[src/rtl/cache_ctrl.sv]
// Blocking controller for a 2-way write-back data cache: tag check, LRU victim write-back, 4-word refill, retry.
// Latency: hit completes 2 cycles after the request is seen; a clean miss takes 2 + 4 fills + 2 cycles.
// Backpressure: CPU is stalled until cpu_ready; memory requests hold address/data steady until mem_ack.
module cache_ctrl #(
  parameter int ADDR_BITS  = 32,
  parameter int TAG_BITS   = 23,
  parameter int LINE_WORDS = 4
) (
  input  logic                 clk,
  input  logic                 rst,
  input  logic [ADDR_BITS-1:0] cpu_addr,
  input  logic                 cpu_re,
  input  logic                 cpu_we,
  input  logic [2:0]           cpu_ubhw,
  input  logic [31:0]          cpu_din,
  output logic [31:0]          cpu_dout,
  output logic                 cpu_ready,
  output logic                 cpu_stall,
  output logic [ADDR_BITS-1:0] cache_addr,
  output logic                 cache_load,
  output logic                 cache_edit,
  output logic                 cache_store,
  output logic [2:0]           cache_ubhw,
  output logic [31:0]          cache_din,
  input  logic                 cache_hit,
  input  logic [31:0]          cache_dout,
  input  logic                 cache_valid,
  input  logic                 cache_dirty,
  input  logic [TAG_BITS-1:0]  cache_tag,
  output logic                 mem_cs,
  output logic                 mem_we,
  output logic [ADDR_BITS-1:0] mem_addr,
  output logic [31:0]          mem_din,
  input  logic [31:0]          mem_dout,
  input  logic                 mem_ack
);

  localparam int WBITS = $clog2(LINE_WORDS);
  localparam int SET_HI = ADDR_BITS - TAG_BITS - 1;
  localparam logic [WBITS-1:0] LAST_WORD = WBITS'(LINE_WORDS - 1);

  typedef enum logic [2:0] {IDLE, CHECK, RESULT, WB_RD, WB_WR, FILL} state_t;

  state_t                state;
  logic [ADDR_BITS-1:0]  req_addr;
  logic [2:0]            req_ubhw;
  logic [31:0]           req_din;
  logic                  req_we;
  logic [TAG_BITS-1:0]   victim_tag;
  logic [WBITS-1:0]      wcnt;
  logic [WBITS-1:0]      wcnt_nxt;

  assign wcnt_nxt = wcnt + WBITS'(1);

  // Word address inside the requested line.
  function automatic logic [ADDR_BITS-1:0] line_word(input logic [ADDR_BITS-1:0] a,
                                                     input logic [WBITS-1:0] w);
    return {a[ADDR_BITS-1:WBITS+2], w, 2'b00};
  endfunction

  // Word address inside the victim line (victim tag, same set).
  function automatic logic [ADDR_BITS-1:0] victim_word(input logic [TAG_BITS-1:0] t,
                                                       input logic [ADDR_BITS-1:0] a,
                                                       input logic [WBITS-1:0] w);
    return {t, a[SET_HI:WBITS+2], w, 2'b00};
  endfunction

  // Outputs that depend on same-cycle responses: hit result, fill data path, write-back data.
  assign cpu_ready   = (state == RESULT) && cache_hit;
  assign cpu_dout    = cpu_ready ? cache_dout : '0;
  assign cpu_stall   = (cpu_re | cpu_we) & ~cpu_ready;
  assign cache_store = (state == FILL) && mem_ack;
  assign cache_din   = cache_store ? mem_dout : req_din;
  assign cache_ubhw  = req_ubhw;
  assign mem_din     = (state == WB_WR) ? cache_dout : '0;

  // Sequencer: state, request latches and registered cache/memory strobes for the next state.
  always_ff @(posedge clk or posedge rst) begin
    if (rst) begin
      state      <= IDLE;
      req_addr   <= '0;
      req_ubhw   <= '0;
      req_din    <= '0;
      req_we     <= 1'b0;
      victim_tag <= '0;
      wcnt       <= '0;
      cache_addr <= '0;
      cache_load <= 1'b0;
      cache_edit <= 1'b0;
      mem_cs     <= 1'b0;
      mem_we     <= 1'b0;
      mem_addr   <= '0;
    end else begin
      case (state)
        IDLE: begin
          if (cpu_re || cpu_we) begin
            req_addr   <= cpu_addr;
            req_ubhw   <= cpu_ubhw;
            req_din    <= cpu_din;
            req_we     <= cpu_we;
            cache_addr <= cpu_addr;
            cache_load <= ~cpu_we;
            cache_edit <= cpu_we;
            state      <= CHECK;
          end
        end
        CHECK: begin
          cache_load <= 1'b0;
          cache_edit <= 1'b0;
          state      <= RESULT;
        end
        RESULT: begin
          if (cache_hit) begin
            state <= IDLE;
          end else begin
            victim_tag <= cache_tag;
            wcnt       <= '0;
            cache_addr <= line_word(req_addr, '0);
            if (cache_valid && cache_dirty) begin
              state <= WB_RD;
            end else begin
              mem_cs   <= 1'b1;
              mem_we   <= 1'b0;
              mem_addr <= line_word(req_addr, '0);
              state    <= FILL;
            end
          end
        end
        WB_RD: begin
          // Cache output of this unstrobed read feeds mem_din during WB_WR.
          mem_cs   <= 1'b1;
          mem_we   <= 1'b1;
          mem_addr <= victim_word(victim_tag, req_addr, wcnt);
          state    <= WB_WR;
        end
        WB_WR: begin
          if (mem_ack) begin
            if (wcnt == LAST_WORD) begin
              wcnt       <= '0;
              mem_we     <= 1'b0;
              mem_addr   <= line_word(req_addr, '0);
              cache_addr <= line_word(req_addr, '0);
              state      <= FILL;
            end else begin
              wcnt       <= wcnt_nxt;
              mem_cs     <= 1'b0;
              mem_we     <= 1'b0;
              cache_addr <= line_word(req_addr, wcnt_nxt);
              state      <= WB_RD;
            end
          end
        end
        FILL: begin
          if (mem_ack) begin
            wcnt <= wcnt_nxt;
            if (wcnt == LAST_WORD) begin
              // Line complete: replay the original access, which now hits.
              mem_cs     <= 1'b0;
              cache_addr <= req_addr;
              cache_load <= ~req_we;
              cache_edit <= req_we;
              state      <= CHECK;
            end else begin
              mem_addr   <= line_word(req_addr, wcnt_nxt);
              cache_addr <= line_word(req_addr, wcnt_nxt);
            end
          end
        end
        default: state <= IDLE;
      endcase
    end
  end

endmodule

[config.mk]
export PLATFORM = sky130hd
export DESIGN_NAME = cache_ctrl
export DESIGN_NICKNAME = d
export VERILOG_FILES = /design/src/rtl/cache_ctrl.sv
export SDC_FILE = /design/constraint.sdc
export NUM_CORES = 1
export LEC_CHECK = 0
export ABC_CLOCK_PERIOD_IN_PS = 9200
export CAP_MARGIN = 0
export CORE_ASPECT_RATIO = 0.8
export CORE_MARGIN = 10
export CORE_UTILIZATION = 55
export DETAILED_ROUTE_END_ITERATION = 8
export DONT_BUFFER_PORTS = 1
export GPL_TIMING_DRIVEN = 0
export PLACE_DENSITY_LB_ADDON = 0.3
export SYNTH_ARGS = -nofsm -noshare
export SYNTH_HDL_FRONTEND = slang
export SYNTH_SLANG_ARGS = --single-unit
[constraint.sdc]
create_clock -name clk -period 9.2 [get_ports clk]
set_input_delay 0.92 -clock clk [delete_from_list [all_inputs] [get_ports clk]]
set_output_delay 0.92 -clock clk [all_outputs]
set_load 0.03 [all_outputs]
# Yosys cells after proc, flatten, opt, wreduce, memory -nomap -nowiden
# Cells that the tools add are included.
dict set report classes {
  add_sub_neg 1
  n_eq_ne 15
  mux 49
  bitwise 6
  reduce_logical 19
}
# cell count
set op_table {}
lappend op_table {{32-bit 2-to-1 mux} 13}
lappend op_table {{32-bit one-hot mux with 4 select lines} 2}
lappend op_table {{3-bit 2-to-1 mux} 7}
lappend op_table {{3-bit one-hot mux with 6 select lines} 1}
lappend op_table {{4-bit AND reduction} 4}
lappend op_table {{1-bit 2-to-1 mux} 15}
lappend op_table {{2-bit inequality test, second input constant} 7}
lappend op_table {{7-bit AND reduction} 2}
lappend op_table {{1-bit one-hot mux with 3 select lines} 3}
lappend op_table {{3-bit nonzero test} 3}
lappend op_table {{2-bit 2-to-1 mux} 4}
lappend op_table {{4-bit 2-to-1 mux} 2}
lappend op_table {{4-bit nonzero test} 2}
lappend op_table {{3-bit by 2-bit == test with 1-bit output, second input constant} 2}
lappend op_table {{3-bit == test, second input constant} 2}
lappend op_table {{2-bit one-hot mux with 3 select lines} 1}
lappend op_table {{5-bit AND reduction} 1}
lappend op_table {{2-bit by 1-bit inequality test with 1-bit output, second input constant} 2}
lappend op_table {{1-bit inverter} 4}
lappend op_table {{1-bit one-hot mux with 4 select lines} 1}
lappend op_table {{2-bit AND reduction} 2}
lappend op_table {{3-bit by 1-bit == test with 1-bit output, second input constant} 1}
lappend op_table {{1-bit logical AND} 3}
lappend op_table {{3-bit logical NOT} 1}
lappend op_table {{5 further kinds} 5}
dict set report totals {
  reg_bits 164
  input_bits 162
  output_inout_bits 170
  word_cells 103
}

# Depth between registers and ports, before layout
dict set report logic_depth {
  word_depth 4
  mapped_depth 8
  mapped_depth_nobuf 6
}

# Worst setup path after synthesis
# No wires, ideal clock.
dict set report synth_timing {
  path_type {input to output}
  start {input port cache_hit}
  end {output port cpu_dout[23]}
  arrival_ns 2.027
  t_required_ns 8.280
  slack_ns 6.253
  cell_stages 4
  path_buffers 2
  path_cell_list {and3_1 > clkbuf_1 > clkbuf_1 > and2_1}
}
dict set report synth_between {
  elab_chain_len 2
}
# item line_no
set synth_rtl {}
lappend synth_rtl {{from (decl)} 25} ;# input logic cache_hit,
lappend synth_rtl {{1-bit logical AND} 69} ;# assign cpu_ready = (state == RESULT) && cache_hit;
lappend synth_rtl {{via cpu_ready} 17} ;# output logic cpu_ready,
lappend synth_rtl {{32-bit 2-to-1 mux} 70} ;# assign cpu_dout = cpu_ready ? cache_dout : '0;
lappend synth_rtl {{to (decl)} 16} ;# output logic [31:0] cpu_dout,
# The timed path passes the listed nets, and every way through them passes these cells.

# Worst setup path in the final report
dict set report layout_timing {
  start {register state[1]}
  end {output port cpu_dout[25]}
}
dict set report layout_between {
  elab_chain_len 3
}
# item line_no
set layout_rtl {}
lappend layout_rtl {{from (decl)} 44} ;# state_t state;
lappend layout_rtl {{from (signal assigned)} 80} ;# state <= IDLE;
lappend layout_rtl {{from (signal assigned)} 104} ;# state <= CHECK;
lappend layout_rtl {{from (signal assigned)} 110} ;# state <= RESULT;
lappend layout_rtl {{3-bit by 2-bit == test with 1-bit output} 69}
lappend layout_rtl {{1-bit logical AND} 69}
lappend layout_rtl {{via cpu_ready} 17}
lappend layout_rtl {{32-bit 2-to-1 mux} 70}
# The timed path passes the listed nets, and every way through them passes these cells.

==> out/results.ini <==
[placement]
gp_congestion = 0.9076
detailed_place_hpwl_um = 17530
port_buffers = 0
dpl_worst_slack_ps = 6062

[drt]
post_dr_vias_cell = 6.121
dr.first_iter.drc_count = 334
drc = 0
drt_pass1_iterations = 5
post_drt_wl_per_cell_um = 26.83
wl_um = 23100
route.vias.total = 5270
antenna_left = 0

[clock_network]
worstSkewPairLatency_ps = 420
numCtsBuffers = 17
cts_root_buf = sky130_fd_sc_hd__clkbuf_16
ctsLongestPathBuffers = 2
cts.hold.buffers_added = 0
postCtsResizedCells = 0
worst_setup_hold_path_clk_slew_ps = 60
clock_sinks = 162
post_cts_setup_bufs = 0
htree_num_levels = 4
tritoncts_clock_tree = built

[global_route]
global_route.usage.total_pct = 22.39
first_pass_grt_wire_length_um = 34590
antenna_violations_before_repair = 4
via_count_of_the_first_global_routing_pass = 5512
grt_start_max_net_pins = 89
final_global_route_overflow_total = 0

[setup_path]
origin_of_the_critical_flop_to_flop_path = wcnt[0]
critical_path.max_fanout = 10
worst_r2r_path_depth = 7
crit_required_ps = 8280
critPathLaunchType = register
worst-endpoint-arrival_ps = 2580
crit_path_end_kind = primary output
startpoint = state[1]
crit_path_end = cpu_dout[25]
regToRegEndpoint = mem_addr[5]
timing.setup.critical_path_class = reg -> out
regToRegSetupSlack_ps = 6980

[logic_synthesis]
synth_compound_gate_area_share_pct = 7.524
async_reset_ff_share_pct = 100.0
syn-mean-instance-area_um2 = 12.41
ys_warn_count = 0
post-synth-top-area-fraction_pct = 50.90
synth-edff-count = 0
synth-main-ff-cell = sky130_fd_sc_hd__dfrtp_1
ys_seq_area_share_pct = 50.90
muxShareOfSynthArea_pct = 26.58
yosys_register_bits = 162
synthesis.area_um2 = 7965
netlist_top_cells_area = sky130_fd_sc_hd__dfrtp_1 51%, sky130_fd_sc_hd__mux2_2 19%, sky130_fd_sc_hd__mux2_4 5.7%
yosys.cell_types.count = 51
synth_largest_area_cell = sky130_fd_sc_hd__dfrtp_1
main_combinational_cell_family_by_area_after_synthesis = multiplexers
synth_adder_area_share_pct = 0.6283
synth-simple-area-share_pct = 10.27
synthesis.instances = 642
synth_xor_area_share_pct = 0.1100

[finish]
regArea_um2 = 4054
drive_gt1_share_pct = 35.56
areaGrowthSynthToFinish_pct = 11.78
final.fill_count = 1074
multi_input_gate_area_in_the_final_layout_um2 = 3601
final_net_count = 829

[sta]
f_max_ghz = 0.2859
finClkSkew_ps = 10.33
final-hold-violation-count = 0
rsz0062_at_grt = no
period_minus_slack_ps = 3498
worst_slew_pin_slew_ps = 674.8
slew_viol_final = 0
slew-limit-headroom_pct = 55.02
setup_viol_count_final = 0
timing.final.ws_setup_ps = 5702
layout_worst_path_cycle_share_pct = 38.02
hold-worst-slack_ps = 455.2
setup_tns_ps = 0

[floorplan]
die_height_um = 127.6
core_region_area_um2 = 14250
die-width_um = 154.5
top_level_ports = 332
die-area_um2 = 19730
starting_density_of_the_core_pct = 55.90
std_cell_rows = 39

[power]
p_leak_nw = 3.970
total_power_divided_by_cell_area_nw_per_um2 = 457.8
fin_total_pwr_w = 0.004076
power.ir.vdd_worst_uv = 266.3

[run_status]
status = finished clean

[worst_hold_path]
hold_path_class = in -> async

[job]
maximum_capacitance_violations = 0

[stage by stage]
step / std cells / instance area, um2 / util [%]
3_5_place_dp: 828 / 8232 / 57.77
5_1_grt: 860 / 8901 / 62.47
3_3_place_gp: 827 / 8199 / 57.54
4_1_cts: 859 / 8899 / 62.45
6_report: 861 / 8904 / 62.49
2_1_floorplan: 643 / 7969 / -
[layout make-up]
class | instances | share of cell area (%)
antenna | 2 | 0.05621
buffer | 50 | 3.232
clock buffer | 20 | 5.242
clock inverter | 11 | 2.248
inverter | 7 | 0.3513
multi-input combinational | 424 | 40.44
sequential | 162 | 45.53
tap | 184 | 2.586
timing repair buffer | 1 | 0.3092
[metal layers]
layer  GRT usage, %  routed length, um
met5              0                 27
met4          5.824                233
met3          10.30               2611
met2          36.58              11400
met1          26.29               8825
[sequential cells by signal (all words and copies together) (netlist names)]
signal      flops
mem_cs          1
req_din        32
victim_tag     23
cache_load      1
state           3
cache_edit      1
mem_addr       30
cache_addr     32
req_addr       32
mem_we          1
wcnt            2
req_we          1
cache_ubhw      3
[kinds of logic after synthesis]
kind of cell	count (synthesis)
XOR/XNOR	1
flip-flops	162
multiplexers	178
adder cells (fa/ha/maj)	4
buffers and inverters	57
AO/OA/AOI/OAI	91
AND/OR/NAND/NOR	148
other	1
[report_power, final]
| group | leakage [nW] | switching, W | internal [W] |
|---|---|---|---|
| Combinational | 1.70 | 0.000907 | 0.000745 |
| Clock | 0.325 | 0.000289 | 0.000505 |
| Sequential | 1.95 | 0.000556 | 0.00107 |
[worst max-delay path, cell delays in order, from the launching register on]
cell,delay (ps)
sky130_fd_sc_hd__dfrtp_1,350
sky130_fd_sc_hd__buf_4,160
sky130_fd_sc_hd__nor2b_1,130
sky130_fd_sc_hd__buf_4,170
sky130_fd_sc_hd__and3_1,160
sky130_fd_sc_hd__clkbuf_1,210
sky130_fd_sc_hd__clkbuf_1,550
sky130_fd_sc_hd__and2_1,420
[cells in the final DEF (no fill, tap or decap), types with 2 or more instances in the layout]
master,instances
sky130_fd_sc_hd__dfrtp_1,162
sky130_fd_sc_hd__mux2_2,132
sky130_fd_sc_hd__nand2_1,43
sky130_fd_sc_hd__and2_1,34
sky130_fd_sc_hd__and3_1,33
sky130_fd_sc_hd__mux2_4,30
sky130_fd_sc_hd__a22oi_1,29
sky130_fd_sc_hd__o21ai_0,28
sky130_fd_sc_hd__buf_2,20
sky130_fd_sc_hd__clkbuf_16,17
sky130_fd_sc_hd__mux2_1,16
sky130_fd_sc_hd__clkbuf_1,15
sky130_fd_sc_hd__nor2_1,11
sky130_fd_sc_hd__buf_4,10
sky130_fd_sc_hd__a21oi_1,8
sky130_fd_sc_hd__o21ai_1,8
sky130_fd_sc_hd__inv_1,6
sky130_fd_sc_hd__buf_6,5
sky130_fd_sc_hd__bufinv_16,5
sky130_fd_sc_hd__nor2b_1,4
sky130_fd_sc_hd__o31ai_1,4
sky130_fd_sc_hd__nand3_1,4
sky130_fd_sc_hd__ha_1,4
sky130_fd_sc_hd__clkbuf_8,3
sky130_fd_sc_hd__diode_2,2
sky130_fd_sc_hd__nand2_2,2
sky130_fd_sc_hd__nand3b_1,2
sky130_fd_sc_hd__nor3_1,2
sky130_fd_sc_hd__inv_6,2
sky130_fd_sc_hd__a211oi_1,2
sky130_fd_sc_hd__nand4_1,2
sky130_fd_sc_hd__conb_1,2
sky130_fd_sc_hd__clkinv_4,2
[worst min path at each step]
stage,startpoint,end,slack (ps),cells after the start
after floorplan,victim_tag[0],victim_tag[0],450,1
after global placement,victim_tag[0],victim_tag[0],460,1
after detailed placement,req_din[12],req_din[12],490,1
after CTS,rst,req_din[26],490,1
after global routing,rst,req_din[26],510,1
final,rst,req_din[26],460,1
[Yosys cell counts (all sizes together) (3+ instances only)]
library cell    n
and3           33
a22oi          29
a21oi           9
nor2b           5
buf            35
ha              4
inv             7
clkbuf         15
o21ai          37
nand2          45
mux2          178
and2           34
nor2           13
dfrtp         162
nor3            3
nand3           4
o31ai           4
No activity file was read; power rests on OpenSTA's default activity.
